**config.mk**
```make
export PLATFORM = sky130hd
export DESIGN_NAME = uart_ibus_bridge
export DESIGN_NICKNAME = d
export VERILOG_FILES = /design/src/rtl/uart_ibus_bridge.sv
export SDC_FILE = /design/constraint.sdc
export NUM_CORES = 1
export LEC_CHECK = 0
export ABC_AREA = 1
export CORE_MARGIN = 10
export CORE_UTILIZATION = 53
export DETAILED_ROUTE_END_ITERATION = 10
export PLACE_DENSITY = 0.74
export SYNTH_ARGS = -nofsm -noshare
export SYNTH_HDL_FRONTEND = slang
export SYNTH_SLANG_ARGS = --single-unit
```
**constraint.sdc**
```tcl
create_clock -name clk -period 2.81 [get_ports clk]
set_input_delay 0.281 -clock clk [delete_from_list [all_inputs] [get_ports clk]]
set_output_delay 0.281 -clock clk [all_outputs]
set_load 0.01 [all_outputs]
```
**src/rtl/uart_ibus_bridge.sv**
```systemverilog
// uart_ibus_bridge
//   UART (8N1) command decoder that masters the systolic4 ibus.
//   Host frames: 'W' AH AL DH DL -> one write strobe
//                'R' AH AL       -> one read strobe, reply DH DL on tx
//   Optional build macro BRIDGE_WR_ACK_EN: after each write, send 'K' (0x4B).
//
// Ports
//   clk         system clock
//   rst         synchronous reset, active high
//   rx          UART receive line (asynchronous, idle high)
//   tx          UART transmit line (idle high)
//   ren         one-cycle read strobe;  ibus_radr valid with it
//   ibus_radr   read address
//   ibus_rdata  read data, valid RD_LAT cycles after ren
//   wen         one-cycle write strobe; ibus_wadr/ibus_wdata valid with it
//   ibus_wadr   write address
//   ibus_wdata  write data
//   busy        command FSM is not idle
//   frame_err   one-cycle pulse on a received byte with a low stop bit
//
// Command FSM states
//   state    | meaning
//   ---------+-----------------------------------------------
//   IDLE     | waiting for an opcode byte
//   ADDR_H   | waiting for address high byte (timeout armed)
//   ADDR_L   | waiting for address low byte  (timeout armed)
//   DATA_H   | waiting for data high byte    (timeout armed)
//   DATA_L   | waiting for data low byte     (timeout armed)
//   WRITE    | wen for one cycle
//   READ     | ren for one cycle
//   RWAIT    | waiting RD_LAT cycles for read data
//   TX_H     | sending reply high byte
//   TX_L     | sending reply low byte
//   ACK      | sending write acknowledge (macro builds only)

module uart_ibus_bridge #(
    parameter int CLK_DIV  = 434,
    parameter int RD_LAT   = 1,
    parameter int TMO_BITS = 20
) (
    input  logic        clk,
    input  logic        rst,
    input  logic        rx,
    output logic        tx,
    output logic        ren,
    output logic [15:0] ibus_radr,
    input  logic [15:0] ibus_rdata,
    output logic        wen,
    output logic [15:0] ibus_wadr,
    output logic [15:0] ibus_wdata,
    output logic        busy,
    output logic        frame_err
);

    localparam int CW = $clog2(CLK_DIV);
    localparam logic [CW-1:0] BIT_LAST  = CW'(CLK_DIV - 1);
    localparam logic [CW-1:0] HALF_LAST = CW'(CLK_DIV / 2 - 1);

    typedef enum logic [3:0] {
        S_IDLE, S_ADDR_H, S_ADDR_L, S_DATA_H, S_DATA_L,
        S_WRITE, S_READ, S_RWAIT, S_TX_H, S_TX_L, S_ACK
    } state_t;

    // ---------------- receiver ----------------
    logic          rx_s1, rx_s2, rx_s3;
    logic          rx_active;
    logic [3:0]    rx_bit;      // 0 = start, 1..8 = data, 9 = stop
    logic [CW-1:0] rx_cnt;
    logic [7:0]    rx_shift;
    logic          rx_valid;

    always_ff @(posedge clk) begin
        if (rst) begin
            rx_s1     <= 1'b1;
            rx_s2     <= 1'b1;
            rx_s3     <= 1'b1;
            rx_active <= 1'b0;
            rx_bit    <= 4'd0;
            rx_cnt    <= '0;
            rx_shift  <= 8'h00;
            rx_valid  <= 1'b0;
            frame_err <= 1'b0;
        end else begin
            rx_s1     <= rx;
            rx_s2     <= rx_s1;
            rx_s3     <= rx_s2;
            rx_valid  <= 1'b0;
            frame_err <= 1'b0;
            if (!rx_active) begin
                if (rx_s3 && !rx_s2) begin
                    rx_active <= 1'b1;
                    rx_bit    <= 4'd0;
                    rx_cnt    <= HALF_LAST;
                end
            end else if (rx_cnt != '0) begin
                rx_cnt <= rx_cnt - 1'b1;
            end else begin
                rx_cnt <= BIT_LAST;
                rx_bit <= rx_bit + 4'd1;
                if (rx_bit == 4'd0) begin
                    // start bit gone high again at mid-bit: glitch, not a frame
                    if (rx_s2) rx_active <= 1'b0;
                end else if (rx_bit == 4'd9) begin
                    rx_active <= 1'b0;
                    if (rx_s2) rx_valid  <= 1'b1;
                    else       frame_err <= 1'b1;
                end else begin
                    rx_shift <= {rx_s2, rx_shift[7:1]};
                end
            end
        end
    end

    // ---------------- transmitter ----------------
    // tx is driven straight from the shift register LSB; ones are shifted in
    // so the line rests high once a byte has gone out.
    logic [9:0]    tx_shift;
    logic [3:0]    tx_left;
    logic [CW-1:0] tx_cnt;
    logic          tx_load;
    logic [7:0]    tx_byte;
    logic          tx_idle, tx_done;

    assign tx      = tx_shift[0];
    assign tx_idle = (tx_left == 4'd0);
    assign tx_done = (tx_left == 4'd1) && (tx_cnt == '0);

    always_ff @(posedge clk) begin
        if (rst) begin
            tx_shift <= '1;
            tx_left  <= 4'd0;
            tx_cnt   <= '0;
        end else if (tx_load) begin
            // a load in the last stop-bit cycle chains the next byte gap-free
            tx_shift <= {1'b1, tx_byte, 1'b0};
            tx_left  <= 4'd10;
            tx_cnt   <= BIT_LAST;
        end else if (!tx_idle) begin
            if (tx_cnt != '0) begin
                tx_cnt <= tx_cnt - 1'b1;
            end else begin
                tx_cnt   <= BIT_LAST;
                tx_left  <= tx_left - 4'd1;
                tx_shift <= {1'b1, tx_shift[9:1]};
            end
        end
    end

    // ---------------- command FSM ----------------
    state_t              state, state_n;
    logic                is_write;
    logic [15:0]         addr_q, data_q, hold_q;
    logic [2:0]          wait_cnt;
    logic [TMO_BITS-1:0] tmo_cnt;
    logic                tmo_hit;

    assign tmo_hit    = (tmo_cnt == '0);
    assign busy       = (state != S_IDLE);
    assign ibus_radr  = addr_q;
    assign ibus_wadr  = addr_q;
    assign ibus_wdata = data_q;

    always_comb begin
        state_n = state;
        tx_load = 1'b0;
        tx_byte = 8'h00;
        ren     = 1'b0;
        wen     = 1'b0;
        case (state)
            S_IDLE:   if (rx_valid && (rx_shift == 8'h57 || rx_shift == 8'h52)) state_n = S_ADDR_H;
            S_ADDR_H: if (rx_valid) state_n = S_ADDR_L; else if (tmo_hit) state_n = S_IDLE;
            S_ADDR_L: if (rx_valid) state_n = is_write ? S_DATA_H : S_READ;
                      else if (tmo_hit) state_n = S_IDLE;
            S_DATA_H: if (rx_valid) state_n = S_DATA_L; else if (tmo_hit) state_n = S_IDLE;
            S_DATA_L: if (rx_valid) state_n = S_WRITE; else if (tmo_hit) state_n = S_IDLE;
            S_WRITE: begin
                wen = 1'b1;
`ifdef BRIDGE_WR_ACK_EN
                state_n = S_ACK;
`else
                state_n = S_IDLE;
`endif
            end
            S_READ: begin
                ren     = 1'b1;
                state_n = S_RWAIT;
            end
            S_RWAIT:  if (wait_cnt == 3'd0) state_n = S_TX_H;
            S_TX_H: begin
                if (tx_done) begin
                    tx_load = 1'b1;
                    tx_byte = hold_q[7:0];
                    state_n = S_TX_L;
                end else if (tx_idle) begin
                    tx_load = 1'b1;
                    tx_byte = hold_q[15:8];
                end
            end
            S_TX_L:   if (tx_done) state_n = S_IDLE;
            S_ACK: begin
                if (tx_done) begin
                    state_n = S_IDLE;
                end else if (tx_idle) begin
                    tx_load = 1'b1;
                    tx_byte = 8'h4B;
                end
            end
            default:  state_n = S_IDLE;
        endcase
    end

    always_ff @(posedge clk) begin
        if (rst) begin
            state    <= S_IDLE;
            is_write <= 1'b0;
            addr_q   <= 16'h0000;
            data_q   <= 16'h0000;
            hold_q   <= 16'h0000;
            wait_cnt <= 3'd0;
            tmo_cnt  <= '0;
        end else begin
            state <= state_n;
            if (rx_valid) begin
                case (state)
                    S_IDLE:   is_write      <= (rx_shift == 8'h57);
                    S_ADDR_H: addr_q[15:8]  <= rx_shift;
                    S_ADDR_L: addr_q[7:0]   <= rx_shift;
                    S_DATA_H: data_q[15:8]  <= rx_shift;
                    S_DATA_L: data_q[7:0]   <= rx_shift;
                    default: ;
                endcase
            end
            if (state == S_IDLE || rx_valid) tmo_cnt <= '1;
            else if (!tmo_hit)               tmo_cnt <= tmo_cnt - 1'b1;
            if (state == S_READ)
                wait_cnt <= 3'(RD_LAT - 1);
            else if (state == S_RWAIT && wait_cnt != 3'd0)
                wait_cnt <= wait_cnt - 3'd1;
            if (state == S_RWAIT && wait_cnt == 3'd0)
                hold_q <= ibus_rdata;
        end
    end

endmodule

```
==> metrics.cfg <==
[status]
status = finished clean

[clock_tree]
cts_tree = yes
numCtsBuffers = 17
cts_resized = 0
ctsHoldBuffers = 0
htreeDepth = 4
cts_setup_buffers = 0
clockBufferDepth = 2
clk_transition_reported_paths_ns = 0.05
root_buffer = clkbuf_16
clock-sinks = 125
clk-insertion-delay-late_ns = 0.42

[placed_design]
numPortBuffers = 71
dp_hpwl_um = 10700
gp_congestion = 0.919
dpl.cell_count = 1015
postPlaceCellArea_um2 = 6700

[grt]
grt.total_usage = 0.186
grt_pass1_vias = 5322
antenna_found_initial = 0
grt_pass1_wl_um = 25200
grt_remaining_overflow = 0
grt_max_degree = 68

[route]
drt_iter0_drc = 429
wirelength_um = 15200
viasPerCell = 5.44
wire_per_inst_um = 14.5
final_antenna_net_count = 0
first_pass_iters = 6
vias = 5695
drcViolationCount = 0

[setup_path]
path_buf_inv = 1
reg2reg_from = tx_left[1]$_SDFFE_PP0P_
ff2ff_setup_slack_ns = 0.57
crit_arrival_ns = 1.98
cp-startpoint = state[1]$_SDFFE_PP0P_
reg2regPathDepth = 7
worst-path-max-fanout = 7
endpoint_kind = output port
path_cells = nand2_1, nor2_1, clkdlybuf4s50_1
worstSetupPathType = flip-flop to output port
critPathRequiredTime_ns = 2.53
crit_family = buffers and inverters
reg2reg_to = tx_shift[8]$_SDFFE_PP1P_
setup.worst_path.start_class = flip-flop
slowest_stage = clkdlybuf4s50_1
cpPeakStageDelay_ns = 0.65
cp_num_cells = 3

[synth]
ys_warn_count = 0
ys_types = 41
synth_most_common_cell = nand2_1
syn-instance-count = 842
syn-cell-area_um2 = 6000
ys_top_cells_by_count = 182 x nand2_1, 125 x dfxtp_1, 97 x nor2_1, 83 x a21oi_1, 83 x inv_1
ys_async_sr_fraction = 0
ys_seq_area_frac = 0.417
synth_nets = 873
ys_ff_latch = 125
synth_area_leaders = dfxtp_1 42%, nand2_1 11%, a21oi_1 6.9%
synth_top_area_frac = 0.417
yosys.area.top_type = dfxtp_1
synth_edf_count = 0
avgSynthCellArea_um2 = 7.12
synth_flop_cell = dfxtp_1

[sta]
final-setup-viol-count = 0
worst_pin_slew_ns = 0.714
slew_violations = 0
rsz0062_at_grt = false
fin_tns_setup_ns = 0
relSlewSlack = 0.524
finalHoldViolations = 0
skew_ns = 0.00792
finalCriticalPeriod_ns = 2.26
period_share = 0.805
fmax_ghz = 0.442

[hold_path]
whs_path_depth = 1
hp-class = flip-flop to flip-flop
hold_path_end = rx_s2$_SDFF_PP1_
hp-start = rx_s1$_SDFF_PP1_

[die]
fp-row-count = 38
die-area_um2 = 16000
io-pin-count = 72
start_util = 0.548
die_y_um = 126
core_area_um2 = 10900
fp.dieW_um = 126

[power_and_ir_drop]
p_seq_frac = 0.378
p_total_mw = 5.36
p_leak_nw = 2.93
powerDensity_nw_per_um2 = 738
clockPowerShare = 0.384
power.switching_mw = 1.73
ir_worst_vdd_mv = 0.613
combPwrFrac = 0.237
p_sw_frac = 0.323
power.internal_mw = 3.63

[finish]
fin_util = 0.664
antennaDiodeCount = 0
drive_gt1_frac = 0.0717
final_area_um2 = 7260
area_delta_synth_final_pct = 21.1
fin_cells = 1046
fin_nets = 925

[job]
cap_violations = 0

[state kept, by name (all words and copies together) (netlist names), 8 cells and up]
signal      count
tmo_cnt        20
hold_q         16
ibus_radr      16
ibus_wdata     16
rx_cnt          9
tx_cnt          9
tx_shift        9
rx_shift        8
[stage by stage]
stage	hold slack (ns)	setup WS [ns]
after floorplan	0.385	1.09
after global routing	0.417	0.367
final	0.409	0.548
after detailed placement	0.399	0.650
after CTS	0.411	0.520
after global placement	0.393	0.808
[cells by family after synthesis]
group / after synthesis / synth area share
simple gates: 403 / 0.304
compound gates: 157 / 0.140
buf+inv: 132 / 0.0951
flops: 125 / 0.417
xor+xnor: 13 / 0.0190
fa+ha+maj: 12 / 0.0250
[layout by cell type (no fill, tap or decap), drive strengths merged]
cell,n
clkdlybuf4s50,70
dfxtp,125
nand4,9
nand3b,7
o21ai,54
nand3,79
o22ai,1
o31ai,2
clkbuf,20
nor2,102
o21a,1
or2,6
a21oi,83
nor3,9
ha,12
bufinv,1
a31oi,3
clkinvlp,4
xor2,10
xnor2,3
inv,86
buf,8
clkinv,7
nand2,190
a311oi,5
o211ai,3
a211oi,5
nor3b,1
[metal layers]
layer,vias to the layer above,GRT usage,wire [um]
li1,2837,-,-
met1,2621,0.229,6830
met2,211,0.302,7040
met3,26,0.0562,1050
met4,0,0.0656,240
met5,-,0,0
[final cells by class]
cell class	instances	area (um^2)
Clock inverter	11	93.8
Inverter	87	327
Tap cell	140	175
Timing Repair Buffer	78	771
Fill cell	915	3680
Sequential cell	125	2500
Multi-Input combinational cell	585	2920
Clock buffer	20	467
[power groups by stage]
stage	Clock, mW	Combinational (mW)	Sequential (mW)
final	2.06	1.27	2.03
after global placement	0	1.21	2.05
after floorplan	0	1.01	2.03
after detailed placement	0	1.26	2.06
after CTS	2.08	1.27	2.02
after global routing	2.15	1.42	2.04
[how the worst max path moves through the flow]
stage,slack (ns),endpoint
finish,0.55,ren
global route,0.37,tx_shift[8]$_SDFFE_PP1P_
CTS,0.52,ren
detailed placement,0.65,tx_shift[8]$_SDFFE_PP1P_
global placement,0.81,tx_shift[8]$_SDFFE_PP1P_
floorplan,1.09,tx_shift[1]$_SDFFE_PP1P_
Note: power is estimated with default switching activity, not from simulation.
